--- config.mk ---
export PLATFORM = sky130hd
export DESIGN_NAME = osc_meas_bank
export DESIGN_NICKNAME = d
export VERILOG_FILES = /design/src/rtl/osc_meas_bank.sv
export SDC_FILE = /design/constraint.sdc
export NUM_CORES = 1
export LEC_CHECK = 0
export BUFFER_PORTS_ARGS = -buffer_cell sky130_fd_sc_hd__buf_2
export CAP_MARGIN = 25
export CORE_UTILIZATION = 45
export CTS_BUF_LIST = sky130_fd_sc_hd__clkbuf_4 sky130_fd_sc_hd__clkbuf_8
export DETAILED_ROUTE_END_ITERATION = 8
export GPL_ROUTABILITY_DRIVEN = 0
export GPL_TIMING_DRIVEN = 0
export REMOVE_ABC_BUFFERS = 1
export SYNTH_ARGS = -nofsm -noshare
export SYNTH_HDL_FRONTEND = slang
export SYNTH_SLANG_ARGS = --single-unit
--- constraint.sdc ---
create_clock -name CLOCK -period 2.9 [get_ports CLOCK]
set_input_delay 0.29 -clock CLOCK [delete_from_list [all_inputs] [get_ports CLOCK]]
set_output_delay 0.29 -clock CLOCK [all_outputs]
set_load 0.05 [all_outputs]
--- src/rtl/osc_meas_bank.sv ---
// rtl/osc_meas_bank.sv - ring-oscillator frequency measurement bank
// Counts synchronised rising edges of one channel, or of all channels in turn, over a window of clock cycles.
module osc_meas_bank #(
  parameter int NUM_CHANNELS = 16,
  parameter int ADDR_WIDTH   = 4,
  parameter int COUNT_WIDTH  = 32,
  parameter int WINDOW_WIDTH = 24
) (
  input  logic                    CLOCK,
  input  logic                    RESET_N,
  input  logic [NUM_CHANNELS-1:0] OSC_IN,
  input  logic                    START,
  input  logic                    ABORT,
  input  logic                    MODE,
  input  logic [ADDR_WIDTH-1:0]   CHANNEL,
  input  logic [WINDOW_WIDTH-1:0] WINDOW_CYCLES,
  input  logic [ADDR_WIDTH-1:0]   RD_ADDR,
  output logic                    BUSY,
  output logic                    DONE,
  output logic                    ERROR,
  output logic [NUM_CHANNELS-1:0] VALID,
  output logic [NUM_CHANNELS-1:0] OVF,
  output logic [COUNT_WIDTH-1:0]  RD_COUNT
);

  localparam int IDX_W = (NUM_CHANNELS > 1) ? $clog2(NUM_CHANNELS) : 1;

  typedef enum logic [1:0] {S_IDLE, S_ARM, S_MEASURE, S_STORE} state_t;

  state_t                  state, state_nxt;
  logic [NUM_CHANNELS-1:0] sync1, sync2;
  logic                    prev;
  logic                    mode_q;
  logic [ADDR_WIDTH-1:0]   cur_ch;
  logic [WINDOW_WIDTH-1:0] win, timer;
  logic [COUNT_WIDTH-1:0]  count;
  logic [COUNT_WIDTH-1:0]  result [NUM_CHANNELS];

  logic [IDX_W-1:0] ch_idx, rd_idx;
  logic             sel, edge_det, chan_ok, start_req, last_ch;

  assign ch_idx    = cur_ch[IDX_W-1:0];
  assign rd_idx    = RD_ADDR[IDX_W-1:0];
  assign sel       = sync2[ch_idx];
  assign edge_det  = sel & ~prev;
  assign chan_ok   = int'(CHANNEL) < NUM_CHANNELS;
  // ABORT takes priority over START when both arrive in IDLE
  assign start_req = (state == S_IDLE) && START && !ABORT;
  assign last_ch   = !mode_q || (int'(cur_ch) == NUM_CHANNELS - 1);

  always_ff @(posedge CLOCK or negedge RESET_N) begin
    if (!RESET_N) state <= S_IDLE;
    else          state <= state_nxt;
  end

  always_comb begin
    state_nxt = state;
    BUSY      = (state != S_IDLE);
    case (state)
      S_IDLE:    if (start_req && (MODE || chan_ok)) state_nxt = S_ARM;
      S_ARM:     state_nxt = S_MEASURE;
      S_MEASURE: if (timer == WINDOW_WIDTH'(1)) state_nxt = S_STORE;
      S_STORE:   state_nxt = last_ch ? S_IDLE : S_ARM;
      default:   state_nxt = S_IDLE;
    endcase
    if (ABORT && state != S_IDLE) state_nxt = S_IDLE;
  end

  always_ff @(posedge CLOCK or negedge RESET_N) begin
    if (!RESET_N) begin
      sync1    <= '0;
      sync2    <= '0;
      prev     <= 1'b0;
      mode_q   <= 1'b0;
      cur_ch   <= '0;
      win      <= '0;
      timer    <= '0;
      count    <= '0;
      DONE     <= 1'b0;
      ERROR    <= 1'b0;
      VALID    <= '0;
      OVF      <= '0;
      RD_COUNT <= '0;
      for (int i = 0; i < NUM_CHANNELS; i++) result[i] <= '0;
    end else begin
      sync1 <= OSC_IN;
      sync2 <= sync1;
      prev  <= sel;
      DONE  <= 1'b0;
      if (int'(RD_ADDR) < NUM_CHANNELS) RD_COUNT <= result[rd_idx];
      else                              RD_COUNT <= '0;

      case (state)
        S_IDLE: begin
          if (start_req) begin
            mode_q <= MODE;
            win    <= (WINDOW_CYCLES == '0) ? WINDOW_WIDTH'(1) : WINDOW_CYCLES;
            cur_ch <= MODE ? '0 : CHANNEL;
            ERROR  <= !MODE && !chan_ok;
            DONE   <= !MODE && !chan_ok;
          end
        end
        S_ARM: begin
          count          <= '0;
          timer          <= win;
          VALID[ch_idx]  <= 1'b0;
          OVF[ch_idx]    <= 1'b0;
        end
        S_MEASURE: begin
          timer <= timer - WINDOW_WIDTH'(1);
          if (edge_det) begin
            if (count == '1) OVF[ch_idx] <= 1'b1;
            else             count <= count + COUNT_WIDTH'(1);
          end
        end
        S_STORE: begin
          // an abort landing on the store cycle leaves this slot invalid
          if (!ABORT) begin
            result[ch_idx] <= count;
            VALID[ch_idx]  <= 1'b1;
            if (last_ch) DONE   <= 1'b1;
            else         cur_ch <= cur_ch + ADDR_WIDTH'(1);
          end
        end
        default: ;
      endcase
    end
  end

endmodule

Word level (Yosys, flattened, before mapping)
Cells that the tools add are included.

Flip-flop bits (word level): 697. Bits of input ports: 53. Output and inout bits: 67. Word-level logic and storage cells: 115.

Add/sub/neg operators: 3. $lt $le $gt $ge: 5. Equal/unequal tests: 14. Muxes and demuxes: 33. Bitwise operators: 10. Reductions and logical operators: 21.

Operators with widths (number): bitwise mux 512 bit (1); two-way mux 32 bit (5); binary-select mux 32 bit (select 4 bit) (1); demux 32 bit (select 4 bit) (1); case mux 16 bit (2 select lines) (2); case mux 32 bit (2 select lines) (1); two-way mux 16 bit (3); case mux 24 bit (2 select lines) (1); adder 32 x 1 -> 32 bit, second input constant (1); bitwise AND 16 bit (2); equality test 32 bit, second input constant (1); bitwise OR 16 bit (2); equality test 24 x 1 -> 1 bit, second input constant (1); logical NOT 24 bit (1); two-way mux 24 bit (1); subtractor 24 x 1 -> 24 bit, second input constant (1); two-way mux 4 bit (4); NOT 16 bit (1); != test 2 bit, second input constant (6); >= comparator 5 bit, second input constant (2); NOT 4 -> 5 bit (2); case mux 2 bit (4 select lines) (1); case mux 4 bit (2 select lines) (1); AND reduction 2 bit (4); other kinds (22) (40).

Longest topological paths before layout
Gate-level depths: netlist of the first run.

Word-level depth: 8. Depth in mapped cells: 12. Depth with buffers taken out: 8.

Worst setup path before layout of the first run
OpenSTA, ideal clock, no wires.

Path type: reg-to-reg. From: register state[0]. To: register with a tool-made name. Setup time: 0.082 ns. Arrival time: 2.451 ns. Required time: 2.818 ns. Slack: 0.367 ns. Stages on the path, launching flop included: 11. Path buffers: 2. Period minus slack after synthesis: 2.533 ns. Path through: dfrtp_1 -> inv_1 -> ha_1 -> clkbuf_1 -> nand2_1 -> nor3_1 -> nand4_1 -> nor3_1 -> buf_2 -> a31oi_1 -> a31oi_1.

RTL lines: from (decl) (RTL line 30) `state_t state, state_nxt;`; from (signal assigned) (RTL line 53) `else state <= state_nxt;`.

Worst setup path in the final report of the first run
From: register count[4]. To: register count[27].

Word-level cells in the longest chain between the ends: 4. Elaborated cells on any way between the ends: 7. Those cells by class: add/sub: 1; eq/ne: 2; mux: 3; reduce/logical: 1.

RTL lines: from (decl) (RTL line 36) `logic [COUNT_WIDTH-1:0] count;`; from (signal assigned) (RTL line 113) `else count <= count + COUNT_WIDTH'(1);`; adder 32 x 1 -> 32 bit (RTL line 113); two-way mux 32 bit (RTL line 112) `if (count == '1) OVF[ch_idx] <= 1'b1;`; two-way mux 32 bit (RTL line 111) `if (edge_det) begin`; case mux 32 bit (2 select lines) (RTL line 93) `case (state)`.

Parallel ways exist; a longest one is shown, timed or not. The select of a mux whose other input is x is not followed. A chain may end at the register's enable or synchronous reset.

==> metrics.txt, run 1 <==
vias in the first global route=around 20000; Post-Synthesis Cells=between 2000 and 2500; Most used DFF post-synth=dfrtp_1; worst vdd ir=0.601 mV; clock-pin slew on the worst setup and hold paths=0.06 ns; min cycle time layout=2.74 ns; Residual DRC=0; Die H=roughly 260 um; Final setup viols=0; Via density=5.80; syn avg cell area=~15 sq um; leak pwr=between 15 and 20 nW; Post-synth EDFFs=0; commonest non-fill, non-tap cell in the layout=dfrtp_1; Initial Util=between 40% and 50%; hold crit path type=in2async; setup slack after layout=0.156 ns; Root Buffer=clkbuf_8; Worst Clk Skew=0.0475 ns; die width=between 200 and 300 um; CTS tree=yes; CP Launch Type=flip-flop; Final Cell Area=0.0360 sq mm; Final Hold Vio Count=0; CP Capture Type=flip-flop; Highest Clock Rate=between 0.3 and 0.4 GHz; most frequent cells in the layout=dfrtp_1 (677), mux2_2 (526), mux4_2 (163), clkbuf_8 (154), buf_2 (115); status=completed; post-DP HPWL=44.7 mm; setup slack after placement=-0.636 ns; area grow syn2layout=17.0%; initial antenna violation count=3; DRT Wirelength=75.5 mm; H-tree depth=3; row cnt=95; gr ovfl total=0; CP Data Required Time=3.54 ns; largest net degree at the start of global routing=126; Power Density=670 mW/mm^2; WHS=0.0829 ns; vias=18500; ratio of cells with drive above 1 in the final layout=between 40% and 50%; crit path max fanout=20; FFs w/ async S/R, synth=100%; max-slew violation count=0; CTS max path bufs=3; Inserted Clock Buffers=116; WS Path Type=reg2reg; Port Buf Inserts=118; Worst slew margin=32.7%; Area after DPL=0.0327 sq mm; Antenna Nets Post-Route=0; CORE AREA=roughly 0.067 sq mm; Pwr Total=24.1 mW; Net count, final=2301; crit share post-route=a little over nine tenths; sequential cell area fraction in the yosys report=56.7%; mapped cell area=0.0308 sq mm; worst slew pin tran=1.01 ns; Worst-Skew Late Latency=about 0.73 ns; worst path arrival time=between 3 and 4 ns; gr usage total=22.3%; Pre-antenna DRT Iters=5; first-pass GRT wire length=119 mm; synth warn=0; die area=0.0695 sq mm; reg2reg path depth=6; CTS Sinks=697; boundary pin count=120; post-synth cell types=68; Routed WL per cell=23.6 um; max-cap violations=0; flops & latches, synth=697; First DRT Iteration DRCs=1081
## area by class of cell
cell class / count / area (sq um)
diodes: 1 / 2.50
inverters: 20 / 75.1
clock buffers: 191 / 2400
fillers: 5502 / 31400
well taps: 873 / 1090
repair buffers: 219 / 2170
flip-flops and latches: 697 / 17500
clock inverters: 11 / 100
multi-input cells: 1182 / 12700
## synth_stat cells (all sizes together), types with 4 or more instances
master / n / area [sq um]
o211ai: 7 / 52.6
o21ai: 63 / 327
or4: 16 / 120
buf: 31 / 165
nor2: 44 / 168
a31oi: 24 / 150
inv: 20 / 75.1
mux2: 526 / 5920
o22a: 4 / 35.0
o22ai: 8 / 50.1
ha: 12 / 150
a21oi: 65 / 325
or2: 6 / 37.5
nor2b: 5 / 31.3
nand4: 10 / 62.6
or3: 7 / 43.8
nor3: 9 / 50.1
o31ai: 17 / 128
mux4: 163 / 3670
xor2: 7 / 61.3
dfrtp: 697 / 17400
clkbuf: 160 / 601
nand2b: 11 / 68.8
and3: 6 / 37.5
nor4: 17 / 128
nand2: 76 / 285
a22oi: 4 / 30.0
nand3: 30 / 168
o21a: 4 / 30.0
and4: 4 / 38.8
## kinds of logic (layout without fill, tap and decap cells)
| group | after synthesis | count (layout) | synth area share [%] |
|---|---|---|---|
| compound gates | 224 | 225 | 4.52 |
| xor+xnor | 7 | 7 | 0.199 |
| fa+ha+maj | 12 | 12 | 0.488 |
| buf+inv | 211 | 441 | 2.73 |
| flops | 697 | 697 | 56.7 |
| mux | 691 | 691 | 31.2 |
| other cells | 1 | 2 | 0.0122 |
| simple gates | 246 | 246 | 4.15 |
## stage by stage
stage,TNS (ns),std cells,util (%)
finish,0,3194,53.5
detailed placement,-92.75,2925,48.6
floorplan,-119.40,1898,-
global placement,-,2889,47.0
global route,-0.00805,3194,53.5
CTS,0,3189,53.3
## final timing paths
check,from,endpoint,slack (ns)
setup / recovery,count[4],count[27],0.16
hold / removal,RESET_N,result[493],0.08
setup reg to reg,count[4],count[27],0.16
hold reg to reg,sync1[15],sync2[15],0.34
max in group asynchronous,RESET_N,timer[20],0.37
min in group CLOCK,OSC_IN[12],sync1[12],0.20
## registers in the layout, indices dropped and copies added (netlist names), named ones only
signal / cells
result: 512
RD_COUNT: 32
count: 32
timer: 24
win: 24
sync1: 16
sync2: 16
ch_idx: 4
state: 2
DONE: 1
mode_q: 1
prev: 1
## repair_timing
item,4_1_cts,5_1_grt
endpoints found under the setup margin,379,59
pin swaps,11,5
endpoints found under the hold margin,176,0
hold buffers,48,0
setup buffers,14,3
cloned,0,1
gates resized for setup,21,12
## per-layer routing
metal / part of all wire (%) / vias up / GRT usage (%) / wire length (um)
met5: 0 / - / 0 / 0
met4: 2.0 / 0 / 6.64 / 1520
met3: 4.9 / 107 / 4.22 / 3690
met2: 49 / 468 / 35.8 / 36600
met1: 45 / 9914 / 30.8 / 33600
li1: - / 8049 / - / -
## worst max-delay path: stages, from the launching register on
cell and delay [ns]:
dfrtp_2 0.59, nand3_1 0.17, or2_2 0.44, or4_1 0.45, a31o_1 0.34, or4b_1 0.52
a21oi_1 0.16
## report_power, final
part / leakage [nW] / switching [mW] / internal (mW)
Combinational: 5.93 / 2.61 / 1.39
Clock: 1.33 / 3.90 / 5.26
Sequential: 9.46 / 0.642 / 10.3
Total: 16.7 / 7.16 / 17.0
No activity file was read; power rests on OpenSTA's default activity.
==> run 2, diff against run 1 <==
--- a/config.mk
+++ b/config.mk
@@ -5,13 +5,15 @@
 export SDC_FILE = /design/constraint.sdc
 export NUM_CORES = 1
 export LEC_CHECK = 0
+export ABC_AREA = 1
 export BUFFER_PORTS_ARGS = -buffer_cell sky130_fd_sc_hd__buf_2
-export CAP_MARGIN = 25
+export CAP_MARGIN = 20
 export CORE_UTILIZATION = 45
 export CTS_BUF_LIST = sky130_fd_sc_hd__clkbuf_4 sky130_fd_sc_hd__clkbuf_8
 export DETAILED_ROUTE_END_ITERATION = 8
 export GPL_ROUTABILITY_DRIVEN = 0
 export GPL_TIMING_DRIVEN = 0
+export PLACE_DENSITY = 0.57
 export REMOVE_ABC_BUFFERS = 1
 export SYNTH_ARGS = -nofsm -noshare
 export SYNTH_HDL_FRONTEND = slang
==> metrics.txt, run 2 <==
status=completed; Residual DRC=0 (unchanged); WS Path Type=reg2reg; Highest Clock Rate=0.372 GHz (+2.2%); leak pwr=16.4 nW (-1.7%); die width=269 um (+2.0%); Most used DFF post-synth=dfrtp_1; min cycle time layout=2.69 ns (-0.0587 ns); CP Data Required Time=3.54 ns (about the same); worst path arrival time=3.33 ns (-0.05 ns); Worst slew margin=26.3% (-6.3 points); Port Buf Inserts=118 (unchanged); row cnt=97 (+2.1%); reg-to-reg endpoint=result[234]; CTS tree=yes; CP Launch Type=flip-flop; Pre-antenna DRT Iters=5 (unchanged); H-tree depth=3 (unchanged); final non-filler cell total=4819 (+51%); vias=25000 (+35%); max FFs per register=512 (unchanged); Synth area leader=dfrtp_1; FFs w/ async S/R, synth=100% (unchanged); worst setup path startpoint=state[0]; r2r startpoint=state[0]; worst slew pin tran=1.10 ns (+0.0963 ns); Root Buffer=clkbuf_8; synth warn=0 (unchanged); first-pass GRT wire length=137 mm (+16%); post-DP HPWL=49.0 mm (+9.7%); Post-synth EDFFs=0 (unchanged); commonest non-fill, non-tap cell in the layout=nand2_1; Synth top area share=54.4% (-2.2 points); Antenna Nets Post-Route=0 (unchanged); Worst Clk Skew=0.0413 ns (-0.00621 ns); syn avg cell area=8.52 sq um (-42%); Power Density=796 mW/mm^2 (+19%); clock-pin slew on the worst setup and hold paths=0.06 ns (about the same); CTS Sinks=697 (unchanged); largest net degree at the start of global routing=140 (+11%); area grow syn2layout=13.6%; biggest regs=result (512), RD_COUNT (32), count (32); Synth area leaders=dfrtp_1 (54%), o21ai_0 (11%), nand2_1 (9.0%), a21oi_1 (4.9%), inv_1 (3.6%); Inserted Clock Buffers=120 (+3.4%); flops & latches, synth=697 (unchanged); CP Capture Type=flip-flop; CTS max path bufs=3 (unchanged); Final Hold Vio Count=0 (unchanged); max-cap violations=0 (unchanged); max-slew violation count=0 (unchanged); flop-to-flop setup slack=0.21 ns (+0.06 ns); boundary pin count=120 (unchanged); reg2reg path depth=8 (+2); crit path max fanout=33 (+65%); mapped cell area=0.0320 sq mm (+4.1%); hold crit path type=in2async; Worst-Skew Late Latency=0.74 ns (about the same); RSZ-0062 raised after global routing=false; final setup TNS=0 ns (unchanged); die area=0.0723 sq mm (+4.0%); commonest cells in the netlist=nand2_1 (772), o21ai_0 (707), dfrtp_1 (697); crit share post-route=92.6% (-2.0 points); initial antenna violation count=3 (unchanged); Post-Synthesis Cells=3758 (+80%); Die H=269 um (+2.0%); DRT Wirelength=85.5 mm (+13%); largest register by flop count=result; Final setup viols=0 (unchanged); Initial Util=45.6% (-0.088 points); post-synth cell types=43 (-37%); multi-input gate area in the final layout=0.0120 sq mm (-5.4%); vias in the first global route=24500 (+23%); First DRT Iteration DRCs=1749 (+62%); worst vdd ir=0.489 mV (-19%); crit path to=result[234]; gr usage total=24.4% (+2.1 points); Placed Cells incl. Taps=4546 (+55%); Via density=5.20 (-10%); count leader, synth=nand2_1; CORE AREA=0.0703 sq mm (+4.3%); Routed WL per cell=17.7 um (-25%); most frequent cells in the layout=nand2_1 (764), o21ai_0 (707), dfrtp_1 (696), a21oi_1 (312), inv_1 (305); Fillers=6728 (+22%); register area=0.0174 sq mm (-0.15%); sequential cell area fraction in the yosys report=54.4% (-2.2 points); gr ovfl total=0 (unchanged); ratio of cells with drive above 1 in the final layout=11.5% (-37 points); setup bufs post-CTS=0 (-14); Net count, final=3841 (+67%)
[run 2: cell types whose count changed in the layout (fill, tap and decap cells not counted), sizes merged, moves of 64 or more]
cell,previous run,this run
mux2,526,0
mux2i,2,66
nand3,30,108
mux4,163,0
o21ai,64,745
a21oi,65,312
inv,21,326
nor2,44,252
nand2,76,778
[run 2: critical path: stages, from the launching register on]
cell and delay [ns]:
dfrtp_1 0.43, ha_2 0.27, inv_2 0.12, nor2_8 0.34, inv_8 0.15, nor2_4 0.75
buf_12 0.30, nor2_1 0.06, a21oi_1 0.14
[run 2: layout make-up]
class,count,share of cell area (%)
diodes,2,0.0138
repair buffers,194,4.86
clock inverters,20,0.440
clock buffers,203,7.04
inverters,327,3.42
flip-flops and latches,697,47.9
well taps,940,3.23
multi-input cells,2436,33.1
[run 2: kinds of logic (layout without fill, tap and decap cells)]
kind of cell	after synthesis	in the layout	share of synthesized area [%]
other cells	1	3	0.0117
fa+ha+maj	12	12	0.469
compound gates	1159	1159	19.2
buf+inv	625	744	8.25
flops	697	697	54.4
xor+xnor	15	15	0.410
mux	66	66	2.06
simple gates	1183	1183	15.1
[run 2: per-layer routing]
metal,global-route usage [%],vias up,part of all wire [%]
met5,0,-,0
met4,6.50,0,2.1
met3,3.30,132,3.5
met2,40.9,468,49
met1,33.2,12000,46
li1,-,12400,-
[run 2: how the worst min path moves through the flow]
stage | from | endpoint | slack [ns] | cells after the start
floorplan | RESET_N | DONE | -0.006 | 0
global placement | sync1[7] | sync2[7] | 0.33 | 0
detailed placement | RESET_N | result[66] | 0.29 | 1
CTS | RESET_N | result[66] | 0.09 | 2
global route | RESET_N | result[66] | 0.14 | 2
finish | RESET_N | result[66] | 0.11 | 2
[run 2: repair_timing]
| action | in CTS | in global routing |
|---|---|---|
| hold buffers | 48 | 0 |
| setup endpoints to repair | 0 | 44 |
| gates resized for setup | 0 | 6 |
| hold endpoints to repair | 113 | 0 |
[run 2: where the power goes]
| group | internal [mW] | total, mW | switching, mW |
|---|---|---|---|
| combinational | 2.04 | 6.50 | 4.45 |
| clock | 5.71 | 9.76 | 4.05 |
| sequential | 11.7 | 12.7 | 0.985 |
| total | 19.5 | 29.0 | 9.49 |
[run 2: per-stage QoR]
stage / hold WS (ns) / power, mW / utilization, % / worst slack, ns / area (sq um)
CTS: 0.0908 / 29.2 / 51.8 / 0.0452 / 36400
detailed placement: 0.287 / 19.3 / 47.2 / 0.0617 / 33200
floorplan: -0.00559 / 17.1 / - / -0.503 / 30600
finish: 0.109 / 29.0 / 51.8 / 0.214 / 36400
global route: 0.136 / 30.7 / 51.8 / 0.00462 / 36400
global placement: 0.333 / 19.1 / 46.1 / -13.84 / 32400
==> run 3, diff against run 2 <==
--- a/config.mk
+++ b/config.mk
@@ -8,12 +8,14 @@
 export ABC_AREA = 1
 export BUFFER_PORTS_ARGS = -buffer_cell sky130_fd_sc_hd__buf_2
 export CAP_MARGIN = 20
+export CELL_PAD_IN_SITES_DETAIL_PLACEMENT = 1
+export CELL_PAD_IN_SITES_GLOBAL_PLACEMENT = 1
 export CORE_UTILIZATION = 45
 export CTS_BUF_LIST = sky130_fd_sc_hd__clkbuf_4 sky130_fd_sc_hd__clkbuf_8
 export DETAILED_ROUTE_END_ITERATION = 8
 export GPL_ROUTABILITY_DRIVEN = 0
 export GPL_TIMING_DRIVEN = 0
-export PLACE_DENSITY = 0.57
+export PLACE_DENSITY = 0.72
 export REMOVE_ABC_BUFFERS = 1
 export SYNTH_ARGS = -nofsm -noshare
 export SYNTH_HDL_FRONTEND = slang
==> metrics.txt, run 3 (synthesis gave the netlist of run 2 again) <==
most frequent cells in the layout=nand2_1 (764), o21ai_0 (707), dfrtp_1 (697), a21oi_1 (312), inv_1 (305); Net count, final=3848 (+0.18%); boundary pin count=120 (unchanged); leak pwr=16.4 nW (-0.11%); Inserted Clock Buffers=118 (-1.7%); initial antenna violation count=1 (-2); Fillers=8237 (+22%); WHS=0.122 ns (+0.0130 ns); clock-pin slew on the worst setup and hold paths=0.06 ns (about the same); ratio of cells with drive above 1 in the final layout=11.5% (about the same); largest register by flop count=result; setup slack after placement=0.0253 ns (-0.0364 ns); DRT Wirelength=97.9 mm (+15%); worst slew pin tran=1.04 ns (-0.0682 ns); Routed WL per cell=20.3 um (+15%); r2r startpoint=ch_idx[0]; max-cap violations=0 (unchanged); Final Util=51.8% (about the same); die width=269 um (unchanged); setup slack after layout=0.165 ns (-0.0490 ns); Initial Util=45.6% (unchanged); CORE AREA=0.0703 sq mm (unchanged); hold wc startpoint=ABORT; max-slew violation count=0 (unchanged); Antenna Nets Post-Route=0 (unchanged); area grow syn2layout=13.5% (about the same); Via density=5.50 (+5.9%); H-tree depth=3 (unchanged); CP Data Required Time=3.45 ns (-0.09 ns); gr usage total=27.0% (+2.6 points); final non-filler cell total=4819 (unchanged); Root Buffer=clkbuf_8; WS Path Type=reg2reg; RSZ-0062 raised after global routing=true; hold path depth=6; crit share post-route=94.3% (+1.7 points); first-pass GRT wire length=153 mm (+12%); worst setup path startpoint=ch_idx[0]; reg2reg path depth=7 (-1); min cycle time layout=2.73 ns (+0.0490 ns); reg-to-reg endpoint=result[100]; largest net degree at the start of global routing=156 (+11%); crit path max fanout=65 (+97%); biggest regs=result (512), RD_COUNT (32), count (32); worst path cell trace=inv_2, ha_1, inv_1, nor2_1, nand2_4, nand2_1, o21ai_0; vias=26500 (+5.9%); status=completed; CP Launch Type=flip-flop; hold crit path type=in2reg; CP max stage cell=nand2_4; CP max stage delay=0.62 ns (-0.13 ns); die area=0.0723 sq mm (unchanged); max FFs per register=512 (unchanged); row cnt=97 (unchanged); Power Density=801 mW/mm^2 (+0.67%); Final setup viols=0 (unchanged); Highest Clock Rate=0.366 GHz (-1.8%); worst path arrival time=3.28 ns (-0.05 ns); commonest non-fill, non-tap cell in the layout=nand2_1; First DRT Iteration DRCs=1661 (-5.0%); post-DP HPWL=57.2 mm (+17%); Buffers & Inverters on Critical Path=2 (-1); Final Hold Vio Count=0 (unchanged); worst vdd ir=0.523 mV (+6.9%); Pre-antenna DRT Iters=5 (unchanged); Port Buf Inserts=118 (unchanged); Worst Clk Skew=0.0362 ns (-0.00518 ns); CTS tree=yes; CP Capture Type=flip-flop; Worst-Skew Late Latency=0.73 ns (about the same); flop-to-flop setup slack=0.17 ns (-0.05 ns); gr ovfl total=0 (unchanged); WHS Endpoint=state[1]; Die H=269 um (unchanged); vias in the first global route=28200 (+15%); Placed Cells incl. Taps=4546 (unchanged); Top delay family on crit path=simple AND/OR/NAND/NOR gates; Worst slew margin=30.9% (+4.5 points); CTS Sinks=697 (unchanged); Residual DRC=0 (unchanged); CTS max path bufs=3 (unchanged)
-- run 3: changes by cell type in the layout (fill, tap and decap cells not counted), moves of 2 or more --
cell	previous run	this run
inv_6	0	2
clkbuf_4	37	35
clkinvlp_4	4	1
nor2_4	8	11
buf_12	8	17
buf_16	17	12
nor2_2	3	5
clkbuf_8	166	164
clkinv_2	15	13
-- run 3: worst max path at each step --
| stage | endpoint | slack, ns | cells after the start |
|---|---|---|---|
| global route | result[100] | -0.05 | 7 |
| global placement | sync1[5] | -13.13 | 1 |
| detailed placement | result[133] | 0.03 | 8 |
| finish | result[100] | 0.17 | 7 |
| floorplan | timer[5] | -0.50 | 6 |
| CTS | result[133] | 0.01 | 8 |
-- run 3: per-stage QoR --
stage                     instance area [sq um]   TNS, ns  power [mW]
after floorplan                           30600    -10.16        17.1
after global placement                    32400  -9650.01        19.1
after CTS                                 36200         0        29.3
after global routing                      36400   -0.0857        30.8
final                                     36400         0        29.1
after detailed placement                  33100         0        19.6
-- run 3: layout make-up --
class / count / area [sq um] / share of cell area [%]
Inverter: 327 / 1240 / 3.40
Antenna cell: 1 / 2.50 / 0.00688
Clock buffer: 199 / 2520 / 6.93
Timing Repair Buffer: 198 / 1810 / 4.97
Sequential cell: 697 / 17400 / 48.0
Multi-Input combinational cell: 2441 / 12100 / 33.2
Clock inverter: 16 / 115 / 0.316
Tap cell: 940 / 1180 / 3.23
-- run 3: worst reg2reg max path, cell delays in order, from the launching register on --
cell	delay [ns]
dfrtp_1	0.54
inv_2	0.26
ha_1	0.20
inv_1	0.13
nor2_1	0.36
nand2_4	0.62
nand2_1	0.32
o21ai_0	0.13
-- run 3: per-layer routing --
| layer | part of all wire (%) | track usage (%) | up-vias |
|---|---|---|---|
| met1 | 43 | 34.5 | 13500 |
| met5 | 0 | 0 | - |
| met3 | 3.9 | 3.58 | 145 |
| met4 | 2.2 | 8.15 | 0 |
| met2 | 50 | 47.6 | 483 |
| li1 | - | - | 12400 |
-- run 3: power by group --
part | internal [mW] | leakage (nW) | total [mW] | switching (mW)
Combinational | 2.05 | 6.07 | 6.76 | 4.71
Sequential | 11.7 | 8.93 | 12.8 | 1.06
Clock | 5.53 | 1.41 | 9.61 | 4.08
-- run 3: timing repair --
action / in CTS / in global routing
hold endpoints to repair: 120 / 0
hold buffers: 47 / 0
gates cloned: 0 / 5
setup endpoints to repair: 1 / 85
buffers inserted: 0 / 4
pin swaps: 1 / 5
resized for setup: 0 / 3
